===== src/rtl/stride_cnt_pkg.sv =====
// Shared types and helpers for the stride address counter.
// The STRIDE_CNT_DOWN_EN macro enables down counting in the counter files.
package stride_cnt_pkg;

    typedef enum logic [1:0] {
        IDLE = 2'd0,
        RUN  = 2'd1,
        DONE = 2'd2
    } stride_state_t;

    // Width of the pass counter: it must be able to hold the value PASSES.
    function automatic int pass_w(input int passes);
        return $clog2(passes + 1);
    endfunction

endpackage


===== src/rtl/stride_next.sv =====
// Combinational next-address and wrap-flag calculation for the stride counter.
// With STRIDE_CNT_DOWN_EN defined, a dir input selects down counting.
module stride_next #(
    parameter int WIDTH     = 10,
    parameter int STEP      = 2,
    parameter int START_VAL = 0,
    parameter int LIMIT     = 1022
) (
    input  logic [WIDTH-1:0] count,
`ifdef STRIDE_CNT_DOWN_EN
    input  logic             dir,
`endif
    output logic [WIDTH-1:0] nxt,
    output logic             wrap
);

    localparam logic [WIDTH:0]   STEP_X  = (WIDTH+1)'(STEP);
    localparam logic [WIDTH:0]   LIMIT_X = (WIDTH+1)'(LIMIT);
    localparam logic [WIDTH-1:0] START_N = WIDTH'(START_VAL);
    localparam logic [WIDTH-1:0] LIMIT_N = WIDTH'(LIMIT);
`ifdef STRIDE_CNT_DOWN_EN
    localparam logic [WIDTH:0]   START_X = (WIDTH+1)'(START_VAL);
    localparam logic [WIDTH-1:0] STEP_N  = WIDTH'(STEP);
`endif

    // Sum is one bit wider so values loaded above LIMIT cannot alias back below it.
    logic [WIDTH:0] sum;
    assign sum = {1'b0, count} + STEP_X;

    // Pick the advanced value, or the wrap target when the stride leaves the legal range.
    always_comb begin
        nxt  = sum[WIDTH-1:0];
        wrap = 1'b0;
        if (sum > LIMIT_X) begin
            nxt  = START_N;
            wrap = 1'b1;
        end
`ifdef STRIDE_CNT_DOWN_EN
        if (dir) begin
            // Compare in WIDTH+1 bits so START_VAL+STEP never overflows.
            if ({1'b0, count} < START_X + STEP_X) begin
                nxt  = LIMIT_N;
                wrap = 1'b1;
            end else begin
                nxt  = count - STEP_N;
                wrap = 1'b0;
            end
        end
`endif
    end

endmodule


===== src/rtl/stride_addr_counter.sv =====
// Run-controlled stride address counter for the NB-LDPC message memories.
// Defining STRIDE_CNT_DOWN_EN adds a dir input (0=up, 1=down).
module stride_addr_counter
    import stride_cnt_pkg::*;
#(
    parameter int WIDTH     = 10,
    parameter int STEP      = 2,
    parameter int START_VAL = 0,
    parameter int LIMIT     = 1022,
    parameter int PASSES    = 1,
    localparam int PW       = pass_w(PASSES)
) (
    input  logic             clk,
    input  logic             reset,
    input  logic             start,
    input  logic             stop,
    input  logic             enable,
    input  logic             load,
    input  logic [WIDTH-1:0] load_val,
`ifdef STRIDE_CNT_DOWN_EN
    input  logic             dir,
`endif
    output logic [WIDTH-1:0] count,
    output logic             tc,
    output logic [PW-1:0]    pass,
    output logic             busy,
    output logic             done
);

    localparam logic [WIDTH-1:0] START_N  = WIDTH'(START_VAL);
    localparam logic [PW-1:0]    PASSES_N = PW'(PASSES);

    stride_state_t    state;
    logic [WIDTH-1:0] nxt;
    logic             wrap;
    logic [PW-1:0]    pass_inc;

    assign pass_inc = pass + 1'b1;

    stride_next #(
        .WIDTH     (WIDTH),
        .STEP      (STEP),
        .START_VAL (START_VAL),
        .LIMIT     (LIMIT)
    ) u_next (
        .count (count),
`ifdef STRIDE_CNT_DOWN_EN
        .dir   (dir),
`endif
        .nxt   (nxt),
        .wrap  (wrap)
    );

    // Run-control FSM with registered outputs; stop > start > load > enable.
    always_ff @(posedge clk or negedge reset) begin
        if (!reset) begin
            state <= IDLE;
            count <= START_N;
            tc    <= 1'b0;
            pass  <= '0;
            busy  <= 1'b0;
            done  <= 1'b0;
        end else begin
            tc <= 1'b0;
            if (stop) begin
                state <= IDLE;
                count <= START_N;
                pass  <= '0;
                busy  <= 1'b0;
                done  <= 1'b0;
            end else if (start) begin
                state <= RUN;
                count <= START_N;
                pass  <= '0;
                busy  <= 1'b1;
                done  <= 1'b0;
            end else if (load) begin
                count <= load_val;
            end else if (enable && state == RUN) begin
                count <= nxt;
                if (wrap) begin
                    tc   <= 1'b1;
                    pass <= pass_inc;
                    if (pass_inc == PASSES_N) begin
                        state <= DONE;
                        busy  <= 1'b0;
                        done  <= 1'b1;
                    end
                end
            end
        end
    end

endmodule


===== config.mk =====
export PLATFORM = sky130hd
export DESIGN_NAME = stride_addr_counter
export DESIGN_NICKNAME = d
export VERILOG_FILES = /design/src/rtl/stride_cnt_pkg.sv /design/src/rtl/stride_next.sv /design/src/rtl/stride_addr_counter.sv
export SDC_FILE = /design/constraint.sdc
export NUM_CORES = 1
export LEC_CHECK = 0
export ABC_AREA = 1
export CAP_MARGIN = 10
export CORE_ASPECT_RATIO = 1.4
export CORE_MARGIN = 2
export CORE_UTILIZATION = 30
export CTS_CLUSTER_SIZE = 20
export DETAILED_ROUTE_END_ITERATION = 10
export PLACE_DENSITY = 0.61
export SLEW_MARGIN = 25
export SYNTH_ARGS = -nofsm -noshare
export SYNTH_HDL_FRONTEND = slang
export SYNTH_HIERARCHICAL = 1
export SYNTH_SLANG_ARGS = --single-unit

===== constraint.sdc =====
create_clock -name clk -period 5.6 [get_ports clk]
set_input_delay 0.56 -clock clk [delete_from_list [all_inputs] [get_ports clk]]
set_output_delay 0.56 -clock clk [all_outputs]
set_load 0.02 [all_outputs]

==> results of run 1 <==
state kept, by name, indices dropped and copies added (netlist names):
signal / cells
count: 10
state: 2
pass: 1
tc: 1
power by group through the flow:
stage	logic [uW]	registers, uW	clock network (uW)
2_1_floorplan	25.0	119	0
3_3_place_gp	55.1	115	0
3_5_place_dp	55.4	115	0
4_1_cts	55.7	113	84.3
5_1_grt	61.4	114	89.7
6_report	55.2	113	82.5
Yosys cell counts, drive strengths merged:
| cell | count | area share [%] |
|---|---|---|
| dfrtp | 14 | 32 |
| xor2 | 1 | 0.80 |
| a21oi | 2 | 0.92 |
| ha | 2 | 2.3 |
| nor3 | 1 | 0.46 |
| o21ai | 1 | 0.46 |
| and3 | 1 | 0.57 |
| or3 | 1 | 0.57 |
| o21bai | 2 | 1.4 |
| inv | 17 | 5.9 |
| nand4 | 1 | 0.57 |
| nand3 | 29 | 14 |
| nand2 | 74 | 25 |
| nor2 | 23 | 8.6 |
| buf | 6 | 5.6 |
tightest hold or removal path: cells and delay by family, from the launching register on:
kind | cells | cell delay (ns)
flip-flops | 1 | 0.37
AND/OR/NAND/NOR | 2 | 0.11
cell families after synthesis:
kind of cell	after synthesis	share of synthesized area, %
AOI/OAI and AO/OA	5	2.755
xor gates and xnor gates	1	0.8038
adders and majority gates	2	2.296
buffers and inverters	23	11.48
DFF	14	32.15
and+or+nand+nor	130	50.52
final cells by class:
| type | instances | area [um2] |
|---|---|---|
| clock buffers | 3 | 41.29 |
| fillers | 391 | 2031 |
| inverters | 17 | 63.81 |
| multi-input cells | 138 | 614.3 |
| flip-flops and latches | 14 | 350.3 |
| well taps | 40 | 50.05 |
| repair buffers | 29 | 290.3 |
per-stage QoR:
| stage | area [um2] | power, uW | setup slack [ns] | util, % | instances |
|---|---|---|---|---|---|
| finish | 1410 | 250.4 | 3.307 | 40.98 | 241 |
| global route | 1410 | 264.6 | 2.954 | 40.98 | 241 |
| CTS | 1410 | 253.0 | 3.319 | 40.98 | 241 |
| detailed placement | 1369 | 169.9 | 3.258 | 39.78 | 238 |
| global placement | 1369 | 169.9 | 3.347 | 39.78 | 238 |
| floorplan | 1090 | 143.7 | 3.642 | - | 175 |
path summary, 6_finish.rpt:
path / startpoint / to / slack, ns / depth (start not counted)
min: state[0] / state[0] / 0.51 / 2
max in group asynchronous: reset / count[4] / 4.46 / 1
min reg2reg: state[0] / state[0] / 0.51 / 2
max reg2reg: count[1] / state[0] / 3.31 / 12
min in group asynchronous: reset / state[0] / 0.72 / 1
max: count[1] / state[0] / 3.31 / 12
layer usage:
layer | up-vias | global-route usage (%) | wire length (um)
li1 | 597 | - | -
met1 | 508 | 20.27 | 1208
met2 | 35 | 26.06 | 1362
met3 | 4 | 1.176 | 100
met4 | 0 | 6.504 | 46
met5 | - | 0 | 0
==> impl_results.md, run 1 <==
- Antenna fix cells: 0
- I/O pin cnt: 30
- TNS Setup: 0 ns
- Detailed-route wire length per cell: 11.27 um
- Starting Density: 31.67%
- Total net switching power: 71.35 uW
- Slew HR: 56.37%
- Yosys warns: 6
- CTS Root Cell: clkbuf_8
- Count of input and output buffers: 29
- Total Nets Final: 221
- Arrival @ worst endpoint: 2.43 ns
- FMAX: 436.0 MHz
- Worst Skew: 0.002791 ns
- CP max-delay cell: dfrtp_1
- Clock share of power: 32.9%
- Hold Vio Cnt, Final: 0
- Chip Height: 75.32 um
- Min Tclk post-route: 2.293 ns
- Max_cap viols: 0
- Die width: 54.94 um
- Most frequent cells in the layout: nand2_1, clkdlybuf4s50_1, nand3_1, nor2_1, inv_1
- Post-cts resize count: 0
- Grt ovf: 0
- Hold Slack: 0.5051 ns
- Clock latency on the worst-skew pair: 0.24 ns
- RSZ-0062 raised after global routing: no
- Vias per inst: 4.747
- Most common cell after layout, fill and taps aside: nand2_1
- Status: finished clean
- Syn nets: 193
- Share of cells above drive strength 1: 3.483%
- Period utilisation layout: 40.95%
- Worst-case clock buffer depth: 2
- Seq pwr share: 45.0%
- Avg Cell Area, Syn: 6.227 um2
- Die area: 0.004138 mm2
- Worst-path clk slew: 0.06 ns
- Initial antenna violation count: 0
- Worst Path Buf+Inv: 1
- Slew @ Worst Pin: 0.6524 ns
- Cell Pwr Density: 177.6 mW/mm2
- Crit-path cells: ha_1 > nand3_1 > o21bai_1 > nand2_1 > nor2_1 > nand3_1 > nand2_1 > inv_1 > o21ai_0 > nand3_1 > nand2_1 > nand2_1
- Final Max Tran Viols: 0
- Int Pwr: 179.0 uW
- Sequential area share after synthesis: 32.15%
- Clk sinks: 14
- First-pass GRT wire length: 4.705 mm
- Final setup fails: 0
- Peak supply drop: 0.08695 mV
- Largest net degree at the start of global routing: 27
- Vias in the first global route: 1046
- # rows: 25
- DR iter-0 viols: 33
- Critical path endpoint category: flip-flop
- Total GRT Usage: 15.54%
- TritonCTS clock tree: done
- H-tree depth: 1
- Post-Syn Area: 0.001090 mm2
- Antenna violation net count after detailed routing: 0
- Post-Route WL: 2.716 mm
- Sw frac: 28.50%
- DRC violations left: 0
- Cell variety after synth: 19
- CP required: 5.74 ns
- Vias post-DR: 1144
- Critical Path Start Type: flip-flop
- DP HPWL: 2.066 mm
- Max incr delay on CP: 0.47 ns
- Num CTS Buffers: 3
- Leakage: 0.0006805 uW
- Post-CTS Setup Bufs: 0
- Part of the power in combinational logic: 22.1%
- Hold Buf Count CTS: 0
- CP Class: flip-flop to flip-flop
- Post-synthesis register bit count: 14
- Pre-antenna DRT Iters: 4
- Layout area overhead: 29.39%
- Syn Inst Count: 175
- Crit path top cell by count: nand2_1
- Crit-path max FO: 11
- Top delay family on crit path: simple AND/OR/NAND/NOR gates
- Core area: 0.003441 mm2
- RD Place Congestion: 0.7295
- Hold Path Class: flip-flop to flip-flop
No activity file was read; power rests on OpenSTA's default activity.
==> inputs of run 2 (changes only) <==
Clock period 5.6 ns to 2.2 ns, I/O delays scaled along.
==> run 2 against run 1 <==
  * Via count decreased by 2.5%
  * Worst setup slack got worse by 3.0 ns
  * Global-route usage decreased by 0.40 points
  * Combinational power increased to 2.6 times the previous value
  * Critical endpoint is now count[4]
  * Non-clock buffer count increased by 4
  * Clock skew about the same
==> impl_results.md, run 2 (synthesis results as in run 1) <==
- Hold Vio Cnt, Final: 0
- Share of cells above drive strength 1: 6.796%
- Grt ovf: 0
- Int Pwr: 497.2 uW
- Worst-path clk slew: 0.06 ns
- Peak supply drop: 0.3364 mV
- Count of input and output buffers: 29
- Largest register by flop count: count
- Cell Pwr Density: 468.1 mW/mm2
- Clock latency on the worst-skew pair: 0.25 ns
- RSZ-0062 raised after global routing: no
- Initial antenna violation count: 0
- Worst-case reg-to-reg path depth: 12
- Core area: 0.003441 mm2
- Seq pwr share: 42.1%
- Vias in the first global route: 1030
- Critical path endpoint category: flip-flop
- TritonCTS clock tree: done
- Vias post-DR: 1115
- Clock share of power: 36.8%
- Filler cell count: 394
- DRC violations left: 0
- First-pass GRT wire length: 4.540 mm
- CP required: 2.39 ns
- Die area: 0.004138 mm2
- Largest net degree at the start of global routing: 26
- Reg-to-reg startpoint: count[1]
- Clk sinks: 14
- Worst r2r dst: count[4]
- Largest regs: count: 10 flops, state: 2 flops
- Status: finished clean
- CTS Root Cell: clkbuf_8
- Max_cap viols: 0
- Hold Slack: 0.3738 ns
- DR iter-0 viols: 19
- Crit-path cells: ha_1 > nand3_1 > xor2_1 > nor2_1 > nand3_1 > nand2_1 > buf_4 > nor2_1 > nand3_1 > nand2_1 > nand2_1 > nand2_1
- Critical Path Start Type: flip-flop
- Antenna fix cells: 0
- # rows: 25
- Worst-case clock buffer depth: 2
- Part of the power in combinational logic: 21.1%
- Worst Skew: 0.002621 ns
- Detailed-route wire length per cell: 10.61 um
- Power, Total: 681.7 uW
- Hold Path Class: input pin to asynchronous set/reset pin
- Total net switching power: 184.6 uW
- Period utilisation layout: 87.84%
- Total GRT Usage: 15.14%
- Max FFs per register: 10
- Crit path top cell by count: nand2_1
- Starting Density: 31.67%
- Vias per inst: 4.533
- Most common cell after layout, fill and taps aside: nand2_1
- H-tree depth: 1
- Sw frac: 27.07%
- Worst Path Buf+Inv: 1
- Arrival @ worst endpoint: 2.12 ns
- Die width: 54.94 um
- Final Max Tran Viols: 0
- Slew HR: 56.88%
- Chip Height: 75.32 um
- I/O pin cnt: 30
- DP HPWL: 2.017 mm
- FMAX: 517.5 MHz
- Min Tclk post-route: 1.932 ns
- Area of the multi-input gates: 614.3 um2
- Most frequent cells in the layout: nand2_1, clkdlybuf4s50_1, nand3_1, nor2_1, inv_1
- Layout area overhead: 33.64%
- RD Place Congestion: 0.7612
- Pre-antenna DRT Iters: 4
- Final setup fails: 0
- CP Class: flip-flop to flip-flop
- TNS Setup: 0 ns
- Top delay family on crit path: simple AND/OR/NAND/NOR gates
- Num CTS Buffers: 3
- Total Nets Final: 225
- Reg area: 352.8 um2
- Antenna violation net count after detailed routing: 0
- Max incr delay on CP: 0.44 ns
- Slew @ Worst Pin: 0.6448 ns
- Post-Route WL: 2.611 mm
- Reg2reg setup slack: 0.27 ns
- Crit-path max FO: 7
- Leakage: 0.0007049 uW
- CP max-delay cell: dfrtp_2
run 2: worst register-to-register path: cells and delay by family, from the launching register on:
| family | cells | cell delay [ns] |
|---|---|---|
| simple gates | 9 | 0.80 |
| flops | 1 | 0.44 |
| fa+ha+maj | 1 | 0.24 |
| xor+xnor | 1 | 0.21 |
| buf+inv | 1 | 0.18 |
run 2: area by class of cell:
| cell class | count | area share, % |
|---|---|---|
| well taps | 40 | 3.436 |
| repair buffers | 33 | 21.99 |
| multi-input cells | 138 | 42.18 |
| inverters | 17 | 4.381 |
| clock buffers | 4 | 3.780 |
| flip-flops and latches | 14 | 24.23 |
run 2: routing by layer:
metal  track usage [%]  up-vias  routed length [um]
met5                 0        -                   0
met4             7.317        0                  60
met3             1.373        4                  75
met2             24.74       22                1265
met1             19.78      482                1209
li1                  -      607                   -
run 2: worst max path at each step:
| stage | end | depth (start not counted) | startpoint | slack [ns] |
|---|---|---|---|---|
| final | count[4] | 12 | count[1] | 0.27 |
| after global routing | count[4] | 14 | count[1] | 0.02 |
| after CTS | count[5] | 15 | count[1] | 0.22 |
| after detailed placement | count[3] | 15 | count[1] | 0.24 |
| after global placement | count[0] | 15 | count[1] | 0.26 |
| after floorplan | state[0] | 13 | count[1] | 0.24 |
run 2: power groups by stage:
stage	Combinational [uW]	Sequential, uW	Clock [uW]
after floorplan	63.5	302	0
after global placement	146	292	0
after detailed placement	146	291	0
after CTS	146	287	260
after global routing	161	290	270
final	144	287	251
run 2: stage by stage:
step           std cells  instance area (um2)  util (%)  setup WS, ns
6_report             246                 1456     42.33        0.2676
5_1_grt              246                 1456     42.33       0.02165
4_1_cts              246                 1454     42.25        0.2220
3_5_place_dp         242                 1399     40.65        0.2370
3_3_place_gp         242                 1399     40.65        0.2637
2_1_floorplan        175                 1090         -        0.2425
run 2: repair_timing:
item,CTS,global route
resized for setup,0,2
hold buffers,0,0
endpoints found under the setup margin,0,6
buffers inserted,0,0
